===== src/rtl/mem_pkg.sv =====
// mem_pkg: shared types and constants for the LC-3 memory responder.
package mem_pkg;
  typedef enum logic [1:0] {IDLE, WAIT, DONE, HOLD} state_t;
  localparam logic [15:0] IO_ADDR_DEFAULT = 16'hFFFF;
  localparam int WORD_W = 16;
endpackage


===== src/rtl/sync_ram.sv =====
// sync_ram: single-port word RAM with synchronous write and registered read.
module sync_ram
  import mem_pkg::*;
#(
  parameter int ADDR_BITS = 8
) (
  input  logic                 clk,
  input  logic                 we,
  input  logic [ADDR_BITS-1:0] addr,
  input  logic [WORD_W-1:0]    din,
  output logic [WORD_W-1:0]    q
);
  logic [WORD_W-1:0] mem [2**ADDR_BITS];
  always_ff @(posedge clk) begin
    if (we) mem[addr] <= din;
    q <= mem[addr];
  end
endmodule


===== src/rtl/mem_responder.sv =====
// mem_responder: MAR/MDR memory responder with wait states, word RAM and switch/hex I/O port.
module mem_responder
  import mem_pkg::*;
#(
  parameter int          ADDR_BITS   = 8,
  parameter int          WAIT_STATES = 2,
  parameter logic [15:0] IO_ADDR     = IO_ADDR_DEFAULT
) (
  input  logic              Clk,
  input  logic              Reset_ah,
  input  logic              MEM_EN,
  input  logic              WE,
  input  logic [WORD_W-1:0] ADDR,
  input  logic [WORD_W-1:0] DATA_W,
  input  logic [WORD_W-1:0] Switches,
  output logic [WORD_W-1:0] Data_to_CPU,
  output logic              R,
  output logic              Busy,
  output logic [WORD_W-1:0] HEX_Data
);
  localparam logic [3:0] WS = 4'(WAIT_STATES);
  localparam bit WS0 = (WAIT_STATES == 0);
  state_t state, nxt;
  logic [3:0] cnt;
  logic [WORD_W-1:0] addr_q, din_q, rdata_q, hex_q, sw_m, sw_s, ram_q, cur_addr, cur_din, rd_val;
  logic we_q, cur_we, accept, enter_done, wr, ram_hit, io_hit, rd_cap;
  // In IDLE the live request drives the RAM so a zero-wait access still lands in time.
  assign accept     = (state == IDLE) && MEM_EN;
  assign cur_addr   = (state == IDLE) ? ADDR : addr_q;
  assign cur_din    = (state == IDLE) ? DATA_W : din_q;
  assign cur_we     = (state == IDLE) ? WE : we_q;
  assign enter_done = (accept && WS0) || ((state == WAIT) && (cnt == 4'd0));
  assign ram_hit    = (cur_addr >> ADDR_BITS) == '0;
  assign io_hit     = cur_addr == IO_ADDR;
  assign wr         = enter_done && cur_we && !Reset_ah;
  assign rd_val     = (addr_q == IO_ADDR) ? sw_s : ((addr_q >> ADDR_BITS) == '0) ? ram_q : '0;
  assign rd_cap     = WS0 ? ((state == DONE) && !we_q) : (enter_done && !we_q);
  assign Data_to_CPU = (WS0 && (state == DONE) && !we_q) ? rd_val : rdata_q;
  assign R          = state == DONE;
  assign Busy       = state != IDLE;
  assign HEX_Data   = hex_q;
  sync_ram #(.ADDR_BITS(ADDR_BITS)) u_ram (
    .clk (Clk),
    .we  (wr && ram_hit),
    .addr(cur_addr[ADDR_BITS-1:0]),
    .din (cur_din),
    .q   (ram_q)
  );
  always_comb begin
    nxt = state;
    case (state)
      IDLE:    nxt = MEM_EN ? (WS0 ? DONE : WAIT) : IDLE;
      WAIT:    nxt = (cnt == 4'd0) ? DONE : WAIT;
      DONE:    nxt = HOLD;
      default: nxt = MEM_EN ? HOLD : IDLE;
    endcase
  end
  always_ff @(posedge Clk) begin
    if (Reset_ah) begin
      state   <= IDLE;
      cnt     <= 4'd0;
      rdata_q <= '0;
      hex_q   <= '0;
      sw_m    <= '0;
      sw_s    <= '0;
    end else begin
      state <= nxt;
      cnt   <= accept ? WS : ((state == WAIT) && (cnt != 4'd0)) ? cnt - 4'd1 : cnt;
      if (accept) begin
        addr_q <= ADDR;
        din_q  <= DATA_W;
        we_q   <= WE;
      end
      if (wr && io_hit) hex_q <= cur_din;
      if (rd_cap) rdata_q <= rd_val;
      sw_m <= Switches;
      sw_s <= sw_m;
    end
  end
endmodule


===== config.mk =====
export PLATFORM = sky130hd
export DESIGN_NAME = mem_responder
export DESIGN_NICKNAME = d
export VERILOG_FILES = /design/src/rtl/mem_pkg.sv /design/src/rtl/sync_ram.sv /design/src/rtl/mem_responder.sv
export SDC_FILE = /design/constraint.sdc
export NUM_CORES = 2
export LEC_CHECK = 0
export CORE_MARGIN = 2
export CORE_UTILIZATION = 41
export CTS_CLUSTER_SIZE = 40
export DETAILED_ROUTE_END_ITERATION = 8
export MAX_ROUTING_LAYER = met4
export PLACE_DENSITY = 0.6
export SLEW_MARGIN = 25
export SYNTH_ARGS = -nofsm -noshare
export SYNTH_HDL_FRONTEND = slang
export SYNTH_SLANG_ARGS = --single-unit

===== constraint.sdc =====
create_clock -name Clk -period 4.8 [get_ports Clk]
set_input_delay 0.72 -clock Clk [delete_from_list [all_inputs] [get_ports Clk]]
set_output_delay 0.72 -clock Clk [all_outputs]
set_load 0.02 [all_outputs]

==> flow_results.org <==
** Run status
- Result of the run :: finished, violations left
- Violated checks :: negative setup slack

** Routing
- First drt pass iteration count :: 6
- Dividing the detail-routed via count by the number of cells gives 6.15.
- After detailed routing, the number of remaining DRC violations is 0.
- For this block, the routed nets add up to roughly 470 mm of wire.
- DRC violation total after the first TritonRoute iteration :: 13,003
- Via count :: 91,655
- Number of nets still failing antenna checks after routing :: 0
- After detailed routing, the average wire length per cell comes to 31.2 um.

** Synth
- Number of nets in the synthesized netlist :: 8,863
- Flip-flop and latch count after synthesis :: 4,215
- Number of instances in the synthesized netlist :: 8,809
- Primary FF master, synth :: edfxtp_1
- The Yosys step of the flow raised 0 warnings.
- Averaged over all synthesized cells, the footprint is 17.5 um2.
- The synthesized design contains 4,129 enable-type register cells.
- The largest total area in the synthesized netlist belongs to edfxtp_1.
- Share of Yosys cell area claimed by the top area cell type :: approximately 80%
- Portion of the post-synthesis area used by sequential elements :: 81.3%
- Library cells used by synthesis :: 46
- Largest cells by area after synthesis :: edfxtp_1 80%, a22oi_1 10%, a21oi_1 3.3%
- In the synthesized netlist the async set-or-reset flop fraction comes to 0%.
- Post-Synthesis Cell Area :: 155,000 um2

** Floorplan
- Core outline area :: 376,000 um2
- Io pins :: 86
- Starting utilization of the core area :: 41.2%
- The floorplan has 225 rows.
- Measured along the x axis, the die boundary spans 618 um.
- From bottom edge to top edge, the die measures 618 um.
- The floorplan step defined a die boundary enclosing 382,000 um2.

** Placement
- Number of input and output port buffers inserted :: 85
- Routability-driven placement finished with a final weighted congestion of 0.892.
- Once detailed placement completed, the half-perimeter wirelength came to 279 mm.
- Number of instances in the placed design :: approximately 14,000
- Post-placement setup slack :: -0.637 ns

** Power
- Net switching is between 20 and 30% of the power.
- Sequential cells burn 50.2% of the power.
- Internal Power :: between 60 and 70 mW
- Across the VDD grid, the largest voltage drop is 0.424 mV.
- Combinational power share :: about an eighth
- Net switching component of the power :: roughly 21 mW
- Summed over all cells, the static leakage comes to 55.7 nW.
- The share of total power dissipated in the clock network is 37.6%.
- For this design the ratio of total power to cell area is 459 nW/um2.

** Clock network
- Maximum buffer depth of the clock tree :: 4
- After clock tree synthesis, the setup repair step added 0 buffers.
- For this design, the CTS-stage hold fixing added 0 buffers.
- The H-tree generated during clock tree synthesis spans 5 levels.
- After clock tree synthesis, the clock-pin slew on the worst setup and hold paths is 0.06 ns.
- Clk sink count :: between 4,000 and 5,000
- TritonCTS buffer count :: between 400 and 500
- Clk Latency, worst-skew pair :: 1.00 ns
- Once the clock tree was built, the resizer swapped 0 gates to a different size.
- The cell sitting at the root of the clock tree is a clkbuf_16.
- CTS tree :: yes

** Setup path
- At the worst endpoint, the required time is 5.68 ns.
- Longest individual stage delay on the worst path :: 0.88 ns
- Buffers & Inverters on Critical Path :: 5
- Along the worst path, the maximum fanout reaches 39.
- STA puts the critical path data arrival time at 5.70 ns.
- List of cells traversed by the critical path :: nor2_4 -> buf_4 -> nand3_1 -> o21a_4 -> buf_12 -> buf_12 -> buf_4 -> buf_4 -> a21oi_1 -> o41ai_1 -> a41oi_1 -> or4_1
- Most common cell type on the critical path :: buf_4
- The worst setup path is launched from a register.
- STA classifies the critical path endpoint as a register.
- The cell family contributing the most delay on the critical path is compound AO/OA/AOI/OAI gates.
- The critical path is of the reg2reg type.
- The slowest stage of the critical path is the o41ai_1 cell.

** Timing
- Final cycle utilization of the critical path :: 101%
- Slew at the pin closest to its max-slew limit :: 1.17 ns
- Worst clock skew on the final layout :: 0.120 ns
- Headroom to the max-slew limit came out at 20.9%.
- Counting I/O delays and the setup requirement, the final critical path takes 4.83 ns.
- Setup repair after global routing missed its margin :: no
- For this run, the top clock speed supported by timing is 207 MHz.
- The count of final hold-check violations came to 0.
- In the post-route analysis, the smallest setup slack over all paths is -0.0253 ns.
- Final slew viol count :: 0
- Setup violations remaining at the end of the flow were counted as 1.

** Layout
- Excluding fillers, the count of instances in the completed layout stands at ~15,000.
- Net count of the finished layout :: 9,612
- Number of filler instances in the final layout :: 31,051
- In the final layout, the share of cells above drive strength 1 is 15.9%.
- Commonest non-fill, non-tap cell in the layout :: edfxtp_1
- Layout-stage area growth over the synthesis result :: 17.6%
- Registers take approximately 130,000 um2.
- Commonest cells after routing, fill and taps aside :: 4,129 x edfxtp_1, 2,064 x a22oi_1, 1,028 x a21oi_1
- Summing all multi-input logic gate instances after layout gives 26,700 um2.

** GRT
- The number of global-route vias before repair was about 88,000.
- Pin count of the biggest net entering global routing :: 113
- Busiest layer in global routing :: met2
- Summed over all layers, the global routing overflow is 0.
- Met3 usage :: 4.57%
- Total routing usage reported by global routing :: 24.4%
- The first global-routing pass estimated 654 mm of wire.
- Met1 GRT Util :: 32.7%
- The initial antenna violation count was 29.
- Fraction of met2 tracks used by global routing :: 37.3%

** Worst hold path
- Hold crit path type :: in2reg

** Flow run
- The tool flagged a number of max-cap violations equal to 0.
[stage by stage]
stage | setup TNS, ns | total power [mW] | instance area (um2) | hold slack, ns | util (%)
floorplan | 0 | 47.7 | 155000 | 0.414 | -
global placement | -8.45 | 52.5 | 168000 | 0.431 | 44.9
detailed placement | -5.59 | 52.7 | 169000 | 0.429 | 44.9
CTS | 0 | 83.7 | 182000 | 0.161 | 48.4
global route | 0 | 85.6 | 182000 | 0.217 | 48.4
finish | -0.0253 | 83.4 | 182000 | 0.220 | 48.4
[registers in the layout (all words and copies together), names as in the netlist]
| signal | cells |
|---|---|
| u_ram.mem | 4096 |
| HEX_Data | 16 |
| addr_q | 16 |
| state | 2 |
| sw_m | 16 |
| u_ram.q | 16 |
| din_q | 16 |
| we_q | 1 |
| cnt | 4 |
| Data_to_CPU | 16 |
| sw_s | 16 |
[cell usage after synthesis, types with 2 or more instances]
library cell / number
nand3b_1: 2
nand2_1: 35
or3_1: 9
o21a_1: 6
o21ai_2: 2
dfxtp_1: 86
o21ai_0: 6
o31a_1: 3
mux2_2: 16
a22oi_1: 2064
o21ai_1: 3
or4_1: 19
inv_1: 7
nand4_1: 4
xnor2_1: 2
a211oi_1: 16
nor2b_1: 34
o41ai_1: 256
nor2_1: 303
ha_1: 2
buf_2: 186
o31ai_1: 4
nor3_1: 2
nand3_1: 9
a21oi_1: 1028
clkbuf_1: 425
buf_1: 39
buf_6: 2
or4b_2: 2
nand2b_1: 7
edfxtp_1: 4129
mux2i_1: 16
buf_4: 6
a41oi_1: 64
nor3b_1: 4
[path summary, 6_finish.rpt]
kind	from	endpoint	slack, ns	depth (start not counted)
setup reg to reg	state[1]	u_ram.q[12]	-0.03	12
hold reg to reg	sw_m[13]	sw_s[13]	0.44	1
hold / removal	Reset_ah	Data_to_CPU[1]	0.22	3
setup / recovery	state[1]	u_ram.q[12]	-0.03	12
[cells by family after synthesis]
| family | Yosys count | synth area share [%] |
|---|---|---|
| adders and majority gates | 2 | 0.0162 |
| DFF | 4215 | 81.3 |
| and+or+nand+nor | 435 | 1.24 |
| muxes | 33 | 0.229 |
| buffers and inverters | 666 | 1.79 |
| xor gates and xnor gates | 3 | 0.0170 |
| AOI/OAI and AO/OA | 3455 | 15.4 |
[final cells by class]
cell class / instances / share of cell area [%]
antenna: 19 / 0.0262
sequential: 4215 / 69.2
clock buffer: 516 / 6.02
tap: 4994 / 3.44
multi-input combinational: 3928 / 14.7
clock inverter: 244 / 1.16
timing repair buffer: 990 / 5.50
inverter: 8 / 0.0165
[worst min-delay path: stages]
cell and delay (ns):
buf_2 0.11, buf_4 0.27, a211oi_1 0.07
[power by group through the flow]
stage | clock network, mW | registers [mW] | logic (mW)
after floorplan | 0 | 42.8 | 4.89
after global placement | 0 | 42.7 | 9.79
after detailed placement | 0 | 42.7 | 10.0
after CTS | 31.7 | 41.9 | 10.0
after global routing | 33.1 | 41.9 | 10.6
final | 31.3 | 41.9 | 10.2
[per-layer routing]
metal / vias to the layer above / part of all wire [%] / wire length [um]
li1: 38321 / - / -
met1: 47324 / 39 / 183000
met2: 5193 / 47 / 217000
met3: 817 / 10 / 46500
met4: 0 / 4.1 / 19100
met5: - / 0 / 0
Power figures use the tool's default switching activity.
